## src/rtl/dcache_mem_port.sv

```systemverilog
// Memory-side initiator for the L1 data cache: serialises writeback/fill block
// transfers onto the data memory's ren/wen handshake, with a per-access watchdog.
`ifndef DMEM_BLOCK_ADDR_SIZE
`define DMEM_BLOCK_ADDR_SIZE 8
`endif
`ifndef DBLOCK_SIZE_BITS
`define DBLOCK_SIZE_BITS 64
`endif

module dcache_mem_port #(
    parameter int ADDR_W  = `DMEM_BLOCK_ADDR_SIZE,
    parameter int BLOCK_W = `DBLOCK_SIZE_BITS,
    parameter int TIMEOUT = 255
) (
    input  logic               clock,
    input  logic               reset,
    input  logic               req_valid,
    input  logic               req_rd,
    input  logic               req_wb,
    input  logic [ADDR_W-1:0]  req_rd_addr,
    input  logic [ADDR_W-1:0]  req_wb_addr,
    input  logic [BLOCK_W-1:0] req_wdata,
    output logic               busy,
    output logic               wb_done,
    output logic               resp_valid,
    output logic [BLOCK_W-1:0] resp_rdata,
    output logic               err,
    output logic               mem_ren,
    output logic               mem_wen,
    output logic [ADDR_W-1:0]  mem_addr,
    output logic [BLOCK_W-1:0] mem_din,
    input  logic               mem_ready,
    input  logic               mem_done,
    input  logic [BLOCK_W-1:0] mem_dout,
    output logic [1:0]         dbg_state
);

    // Handshake: a request transfers on an edge where the port is idle, req_valid=1
    // and at least one of req_rd/req_wb is set; the requester holds it until then.
    // Memory side: the strobe stays high with stable address/data until the
    // matching acknowledge (mem_done for wen, mem_ready for ren) is sampled.

    typedef enum logic [1:0] {IDLE = 2'd0, WB = 2'd1, RD = 2'd2, GAP = 2'd3} state_t;

    localparam logic [7:0] WD_LAST = 8'(TIMEOUT - 1);

    state_t              state_q, state_d;
    logic [7:0]          wd_q;
    logic                pend_rd_q;
    logic [ADDR_W-1:0]   pend_rd_addr_q, pend_wb_addr_q;
    logic [BLOCK_W-1:0]  pend_wdata_q;
    logic                accept, wb_ack, rd_ack, abort;

    assign dbg_state = state_q;

    always_comb begin
        state_d = state_q;
        accept  = 1'b0;
        wb_ack  = 1'b0;
        rd_ack  = 1'b0;
        abort   = 1'b0;
        case (state_q)
            IDLE: begin
                if (req_valid && (req_rd || req_wb)) begin
                    accept  = 1'b1;
                    state_d = req_wb ? WB : RD;
                end
            end
            WB: begin
                if (mem_done) begin
                    wb_ack  = 1'b1;
                    state_d = GAP;
                end else if (wd_q == WD_LAST) begin
                    abort   = 1'b1;
                    state_d = GAP;
                end
            end
            RD: begin
                if (mem_ready) begin
                    rd_ack  = 1'b1;
                    state_d = GAP;
                end else if (wd_q == WD_LAST) begin
                    abort   = 1'b1;
                    state_d = GAP;
                end
            end
            GAP:     state_d = pend_rd_q ? RD : IDLE;
            default: state_d = IDLE;
        endcase
    end

    // Outputs are registered from the next state so strobes change exactly at state entry.
    always_ff @(posedge clock or negedge reset) begin
        if (!reset) begin
            state_q        <= IDLE;
            wd_q           <= 8'd0;
            pend_rd_q      <= 1'b0;
            pend_rd_addr_q <= '0;
            pend_wb_addr_q <= '0;
            pend_wdata_q   <= '0;
            busy           <= 1'b0;
            wb_done        <= 1'b0;
            resp_valid     <= 1'b0;
            resp_rdata     <= '0;
            err            <= 1'b0;
            mem_ren        <= 1'b0;
            mem_wen        <= 1'b0;
            mem_addr       <= '0;
            mem_din        <= '0;
        end else begin
            state_q <= state_d;
            // Counts cycles already spent in the current access; zero on entry.
            if ((state_d == WB || state_d == RD) && state_d == state_q)
                wd_q <= wd_q + 8'd1;
            else
                wd_q <= 8'd0;

            if (accept) begin
                pend_rd_q      <= req_rd;
                pend_rd_addr_q <= req_rd_addr;
                pend_wb_addr_q <= req_wb_addr;
                pend_wdata_q   <= req_wdata;
            end else if (rd_ack || abort) begin
                pend_rd_q <= 1'b0;
            end

            busy    <= (state_d != IDLE);
            mem_wen <= (state_d == WB);
            mem_ren <= (state_d == RD);
            if (state_d == WB) begin
                mem_addr <= accept ? req_wb_addr : pend_wb_addr_q;
                mem_din  <= accept ? req_wdata : pend_wdata_q;
            end else if (state_d == RD) begin
                mem_addr <= accept ? req_rd_addr : pend_rd_addr_q;
            end

            wb_done    <= wb_ack;
            resp_valid <= rd_ack;
            if (rd_ack)
                resp_rdata <= mem_dout;
            if (abort)
                err <= 1'b1;
        end
    end

endmodule

```

## config.mk

```make
export PLATFORM = sky130hd
export DESIGN_NAME = dcache_mem_port
export DESIGN_NICKNAME = d
export VERILOG_FILES = /design/src/rtl/dcache_mem_port.sv
export SDC_FILE = /design/constraint.sdc
export NUM_CORES = 1
export LEC_CHECK = 0
export CAP_MARGIN = 20
export CORE_AREA = 5 5 134 136
export DETAILED_ROUTE_END_ITERATION = 8
export DIE_AREA = 0 0 139 141
export DONT_BUFFER_PORTS = 1
export PLACE_DENSITY = 0.7
export SLEW_MARGIN = 20
export SYNTH_ARGS = -nofsm -noshare
export SYNTH_HDL_FRONTEND = slang
export SYNTH_SLANG_ARGS = --single-unit
export TNS_END_PERCENT = 100
```

## constraint.sdc

```tcl
create_clock -name clock -period 3.6 [get_ports clock]
set_input_delay 0.72 -clock clock [delete_from_list [all_inputs] [get_ports clock]]
set_output_delay 0.72 -clock clock [all_outputs]
set_load 0.005 [all_outputs]
```

* Word level (Yosys, flattened, before mapping)
Cells that the tools add are included.
Word-level totals: logic and storage cells 57, bits in registers 233, input bits 151, output and inout port bits 144
Cells by class: reduce and logical (&&, ||, !) cells 9, multiplexer cells 25, equality and inequality tests 7, add/sub/neg operators 1
Operator list (number):
- 2-to-1 mux 64 bit | 1
- 2-to-1 mux 8 bit | 5
- 2-to-1 mux 2 bit | 6
- 2-to-1 mux 1 bit | 11
- adder 8 x 1 -> 8 bit, second input constant | 1
- equality test 8 bit, second input constant | 1
- case mux 2 bit (4 select lines) | 1
- equality test 2 bit, second input constant | 3
- nonzero test 2 bit | 3
- equality test 2 x 1 -> 1 bit, second input constant | 2
- logical OR 1 bit | 3
- equality test 2 bit | 1
- logical AND 1 bit | 2
- zero test 2 bit | 1
- case mux 1 bit (2 select lines) | 1

* Longest topological paths before layout
Gate-level depths: netlist (run 1).
word-level depth 8, depth in mapped cells 13, depth with buffers taken out 11

* Worst setup path after synthesis (run 1)
Ideal clock, no wire load.
path kind reg2reg, start point register state_q[0] (netlist: dbg_state[0]), end point register mem_addr[5], arrival time 2697 ps, setup time 95 ps, path buffers 2, slack 807 ps, stages on the path, launching flop included 12, clock period less this slack 2793 ps, required time 3505 ps, cell sequence dfrtp_1 -> inv_1 -> ha_1 -> or4_4 -> o21ai_2 -> inv_1 -> ha_1 -> clkbuf_1 -> inv_2 -> buf_1 -> nor2_1 -> o31ai_1
On the way: word-level cells in the longest chain between the ends 5, elaborated cells on any way between the ends 17, classes of those cells eq/ne: 5; mux: 10; reduce/logical: 2
Ends and longest elaborated chain:
- start: declaration | line 47 | state_t state_q, state_d;
- start signal: assignment | line 111 | state_q <= state_d;
- 2-to-1 mux 2 bit | line 73, 82
- 2-to-1 mux 2 bit, on equally long branches | line 79, 70
- case mux 2 bit (4 select lines) (*) | line 62 | case (state_q)
- via state_d[0] | line 47
- equality test 2 x 1 -> 1 bit / equality test 2 bit (equally long branches) | line 130, 133
- 2-to-1 mux 8 bit / nonzero test 2 bit (equally long branches)
- end signal: assignment | line 131 | mem_addr <= accept ? req_wb_addr : pend_wb_addr_q;
- end signal: assignment | line 134 | mem_addr <= accept ? req_rd_addr : pend_rd_addr_q;
- end: declaration | line 30 | output logic [ADDR_W-1:0] mem_addr,
The timed path passes the listed nets; every way through them passes the cells marked *. The select of a mux whose other input is x is not followed. A chain may end at the register's enable or synchronous reset.

* Final worst setup path (run 1)
start point register state_q[0] (netlist: dbg_state[0]), end point register wd_q[3]
On the way: word-level cells in the longest chain between the ends 7, elaborated cells on any way between the ends 15, classes of those cells eq/ne: 6; mux: 6; reduce/logical: 3
Ends and longest elaborated chain:
- 2-to-1 mux 2 bit | line 73, 82
- 2-to-1 mux 2 bit, on equally long branches | line 79, 70
- case mux 2 bit (4 select lines) (*) | line 62
- via state_d[0] | line 47
- equality test 2 x 1 -> 1 bit / equality test 2 bit (equally long branches) | line 113 | if ((state_d == WB || state_d == RD) && state_d == state_q)
- logical OR 1 bit | line 113
- logical AND 1 bit (*) | line 113
- 2-to-1 mux 8 bit (*) | line 113
- end signal: assignment | line 114 | wd_q <= wd_q + 8'd1;
- end: declaration | line 48 | logic [7:0] wd_q;
The timed path passes the listed nets; every way through them passes the cells marked *.

==> flow_summary.yaml, run 1 <==
cts:
  cts_sinks: 233
  ctsRootBufferMaster: "clkbuf_16"
  cts_tree: "built"
  cts.path.max_buffers: 3
  htreeDepth: 1
  clkLatencyLatePin_ps: 520
  cts_inserted_buffers: 24
  clkTransAtPathRegs_ps: 60
final_layout:
  layout_common_cells: "233 x dfrtp_1, 207 x nor2_1, 128 x mux2_2"
  drive_gt1_frac: 0.247
  stdcell_area_um2: 9980
  fin_cells: 942
  final_nets: 865
  area_delta_synth_final_pct: 11.0
  final_common_cell: "dfrtp_1"
route:
  avgRoutedWirePerCell_um: 20.8
  vias_per_cell: 5.47
  drt-pass1-iter-count: 4
  postRouteAntennaNets: 0
  drt_iter0_markers: 214
  vias: 5149
  drc: 0
  wl_mm: 19.6
power:
  peakVddDrop_v: 0.000638
  p_clk_frac: 0.221
  p_seq_frac: 0.454
  swShare: 0.351
  p_per_area_nw_per_um2: 1070
  combPwrFrac: 0.325
  intPower_uw: 6940
  p_leak_uw: 0.00441
  p_sw_uw: 3750
worst_setup_path:
  crit_required_ps: 3990
  cp-start-kind: "register"
  r2r_slack_ps: 510
  arrival_ps: 3470
  cp-end-kind: "register"
  crit_fanout: 17
  crit_type: "reg2reg"
global_routing:
  overflow: 0
  antenna_found_initial: 2
  grt_pass1_wl_mm: 31.3
  grt_max_degree: 234
  grt_usage: 0.195
  grt_pass1_vias: 5583
die:
  core_um2: 16800
  ios: 295
  initial_core_util: 0.534
  die_h_um: 141
  fp-row-count: 48
  die_x_um: 139
  die_area_um2: 19600
logic_synthesis:
  yosysSeqAreaShare: 0.649
  netlist_area_um2: 8990
  ys_types: 38
  syn_inst: 703
  yosysWarnings: 0
  synth_nets: 865
  postSynthAreaPerCell_um2: 12.8
  ys_ff_latch: 233
timing:
  worst_slew_pin_slew_ps: 994
  rsz0062_at_grt: "no"
  tns_ps: 0
  hold_violations: 233
  worst_hold_slack_ps: -92.4
  fmax_ghz: 0.324
  layout_min_cycle_time_ps: 3090
  skew_ps: 18.9
  period_share: 0.857
  finalSetupViolations: 0
  drv_slew: 0
  slew_headroom: 0.334
placed_design:
  port_buffers: 0
  dp.cells: 902
  gp_congestion: 0.869
  dpl_cell_area_um2: 9220
  hpwl_mm: 13.7
run_status:
  violations: "hold timing"
  outcome: "complete, but fails checks"
job:
  max_cap_viol_count: 0
hold_path:
  hold_class: "in2async"
-- state kept, by name (all words and copies together) (netlist names) --
name            count
busy                1
dbg_state           2
err                 1
mem_addr            8
mem_din            64
mem_ren             1
mem_wen             1
pend_rd_addr_q      8
pend_rd_q           1
pend_wb_addr_q      8
pend_wdata_q       64
resp_rdata         64
resp_valid          1
wb_done             1
wd_q                8
-- power by group through the flow --
stage          combinational (µW)  clock (µW)  sequential (µW)
2_1_floorplan                2860           0             4550
3_3_place_gp                 3300           0             4860
3_5_place_dp                 3510           0             4910
4_1_cts                      3530        2420             4890
5_1_grt                      3950        2550             4980
6_report                     3480        2370             4850
-- logic make-up after synthesis --
logic type                 Yosys count  share of synthesized area
AOI/OAI and AO/OA                   22                     0.0185
adders and majority gates           11                     0.0153
muxes                              145                      0.182
buffers and inverters               40                     0.0184
and+or+nand+nor                    245                      0.110
DFF                                233                      0.649
xor gates and xnor gates             7                    0.00766
-- timing repair --
item                      CTS  global route
setup buffers               0             0
hold endpoints to repair  233           233
resized for setup           0             0
-- final timing paths --
kind | from | endpoint | cells after the start
hold reg to reg | pend_wdata_q[63] | pend_wdata_q[63] | 1
setup / recovery | dbg_state[0] | wd_q[3] | 8
max in group asynchronous | reset | mem_din[1] | 0
min in group clock | req_wdata[63] | pend_wdata_q[63] | 1
setup reg to reg | dbg_state[0] | wd_q[3] | 8
hold / removal | reset | resp_rdata[43] | 0
-- cell type report --
class / count / area (µm²)
clock inverters: 3 / 55.1
well taps: 225 / 282
clock buffers: 36 / 706
fillers: 1320 / 6840
inverters: 8 / 30.0
multi-input cells: 430 / 3000
diodes: 1 / 2.50
flip-flops and latches: 233 / 5830
repair buffers: 6 / 70.1
-- worst max-delay path: stages (launching register included) --
cell and delay, ps:
dfrtp_1 540, inv_1 160, ha_1 320, or4_4 510, o21ai_2 250, inv_1 110, ha_2 390, o21bai_1 340
nor4_1 340
-- metal layers --
layer	vias to the layer above	routed length, µm	global-route usage
li1	2322	-	-
met1	2630	7190	0.230
met2	154	10400	0.343
met3	41	1380	0.0621
met4	2	638	0.0628
met5	-	20	0
-- metrics by stage --
| step | utilization | setup WS [ps] | total power [µW] |
|---|---|---|---|
| after floorplan | - | 807 | 7410 |
| after global placement | 0.548 | 756 | 8160 |
| after detailed placement | 0.548 | 516 | 8430 |
| after CTS | 0.593 | 477 | 10800 |
| after global routing | 0.593 | 312 | 11500 |
| final | 0.593 | 514 | 10700 |
-- Yosys cell counts --
master | n | area share
and3_4 | 1 | 0.0013
o21ai_0 | 1 | 0.00056
o31ai_1 | 8 | 0.0067
nor3_1 | 1 | 0.00056
o21bai_1 | 1 | 0.00084
buf_1 | 8 | 0.0033
a211o_1 | 1 | 0.00097
nand2b_1 | 1 | 0.00070
a21bo_2 | 1 | 0.0011
nor2_1 | 207 | 0.086
ha_1 | 11 | 0.015
and2_1 | 1 | 0.00070
nand4b_1 | 1 | 0.00097
clkbuf_1 | 12 | 0.0050
o22ai_1 | 1 | 0.00070
and3_1 | 2 | 0.0014
xnor2_1 | 2 | 0.0019
o21a_1 | 1 | 0.00084
dfrtp_1 | 233 | 0.65
buf_2 | 12 | 0.0067
xnor2_2 | 1 | 0.0018
and2_2 | 1 | 0.00084
o211a_1 | 1 | 0.0011
a21oi_1 | 2 | 0.0011
or3_1 | 1 | 0.00070
o211ai_2 | 1 | 0.0014
nor4_1 | 8 | 0.0056
mux2_2 | 128 | 0.16
o21ai_2 | 1 | 0.00097
inv_2 | 1 | 0.00042
nand3_1 | 6 | 0.0033
mux2_1 | 17 | 0.021
or4_4 | 1 | 0.0013
a21o_1 | 1 | 0.00084
nand2_1 | 14 | 0.0058
xor2_1 | 4 | 0.0039
inv_1 | 7 | 0.0029
a31oi_1 | 2 | 0.0014
Note: power is estimated with default switching activity, not from simulation.
==> run 2, diff against run 1 <==
- GPL_TIMING_DRIVEN: not set -> 0
==> flow_summary.yaml, run 2 (synthesis results as in run 1) <==
run_status:
  outcome: "complete, but fails checks"
  violations: "hold timing"
die:
  ios: 295
  fp-row-count: 48
  core_um2: 16800
  die_area_um2: 19600
  initial_core_util: 0.534
  die_h_um: 141
  die_x_um: 139
timing:
  finalSetupViolations: 0
  slew_headroom: 0.547
  fin_ws_ps: 325
  hold_violations: 179
  layout_min_cycle_time_ps: 3280
  skew_ps: 15.8
  rsz0062_at_grt: "no"
  period_share: 0.910
  worst_hold_slack_ps: -85.7
  worst_slew_pin_slew_ps: 679
  fmax_ghz: 0.305
  drv_slew: 0
cts:
  clkTransAtPathRegs_ps: 60
  cts_tree: "built"
  ctsRootBufferMaster: "clkbuf_16"
  htreeDepth: 1
  cts_sinks: 233
  cts_inserted_buffers: 24
  cts.path.max_buffers: 3
  clkLatencyLatePin_ps: 510
global_routing:
  grt_pass1_wl_mm: 33.0
  grt_pass1_vias: 5741
  grt_usage: 0.209
  antenna_found_initial: 7
  grt_max_degree: 234
  overflow: 0
final_layout:
  area_delta_synth_final_pct: 12.0
  final_common_cell: "dfrtp_1"
  layout_common_cells: "233 x dfrtp_1, 207 x nor2_1, 128 x mux2_2"
  drive_gt1_frac: 0.258
  fillers: 1333
  top_regs: "mem_din: 64 flops, pend_wdata_q: 64 flops, resp_rdata: 64 flops"
  regArea_um2: 5830
  fin_util: 0.598
  final_nets: 890
  multi_input_comb_area_um2: 2990
worst_setup_path:
  path_delay_family: "buffers and inverters"
  crit_type: "reg2reg"
  cp-end-kind: "register"
  crit_required_ps: 3990
  slowest_stage: "dfrtp_1"
  arrival_ps: 3660
  cp-start-kind: "register"
  cp_num_buf_inv: 4
  critPathMaxStageDelay_ps: 530
  r2r_slack_ps: 320
  path_cells: "inv_1 -> ha_1 -> or4_4 -> o21ai_2 -> inv_1 -> ha_1 -> inv_4 -> buf_2 -> nor2_1 -> o31ai_1"
  crit_fanout: 11
placed_design:
  hpwl_mm: 14.7
  port_buffers: 0
  gp_congestion: 0.827
  dp_worst_setup_slack_ps: -123
route:
  postRouteAntennaNets: 0
  drt-pass1-iter-count: 5
  vias_per_cell: 5.46
  drc: 0
  avgRoutedWirePerCell_um: 21.2
  vias: 5317
  wl_mm: 20.6
  drt_iter0_markers: 240
power:
  p_leak_uw: 0.00447
  p_per_area_nw_per_um2: 1080
  peakVddDrop_v: 0.000566
job:
  max_cap_viol_count: 0
hold_path:
  hold_class: "in2async"
[run 2: cell count changes in the layout (fill, tap and decap cells not counted), sizes merged]
cell and change:
clkinv +5, bufinv -1, buf +11, diode +3
clkbuf +14
[run 2: worst paths after layout]
| check | from | endpoint | cells after the start |
|---|---|---|---|
| max | dbg_state[0] | mem_addr[5] | 10 |
| min | reset | resp_rdata[52] | 0 |
| max reg2reg | dbg_state[0] | mem_addr[5] | 10 |
| min reg2reg | pend_rd_addr_q[1] | pend_rd_addr_q[1] | 1 |
| max in group asynchronous | reset | pend_wdata_q[0] | 0 |
| min in group clock | mem_dout[57] | resp_rdata[57] | 1 |
[run 2: routing by layer]
| metal | up-vias | track usage | part of all wire |
|---|---|---|---|
| met2 | 197 | 0.367 | 0.52 |
| met5 | - | 0 | 0.0025 |
| li1 | 2384 | - | - |
| met4 | 6 | 0.0639 | 0.031 |
| met1 | 2677 | 0.251 | 0.37 |
| met3 | 53 | 0.0597 | 0.071 |
[run 2: power breakdown]
group	switching, µW	total (µW)	internal [µW]
clock network	975	2400	1430
logic	2050	3610	1560
registers	874	4840	3970
total	3900	10900	6960
[run 2: per-stage QoR]
stage / cells / instance area (µm²) / total power (µW) / setup TNS, ps / hold slack [ps]
after floorplan: 703 / 8990 / 7410 / 0 / 424
after global placement: 928 / 9270 / 8250 / 0 / 429
after detailed placement: 928 / 9270 / 8520 / -349 / 428
after CTS: 971 / 10100 / 11000 / 0 / -110
after global routing: 974 / 10100 / 11600 / 0 / -107
final: 974 / 10100 / 10900 / 0 / -85.7
[run 2: final cells by class]
type,count,share of cell area
Clock buffer,36,0.0742
Clock inverter,7,0.00348
Inverter,8,0.00323
Multi-Input combinational cell,430,0.297
Sequential cell,233,0.579
Antenna cell,4,0.000995
Tap cell,225,0.0280
Buffer,31,0.0136
[run 2: repair_timing]
item                       in CTS  in global routing
buffers inserted                0                  0
resized for setup               1                  4
hold endpoints to repair      233                233
setup endpoints to repair       7                 60
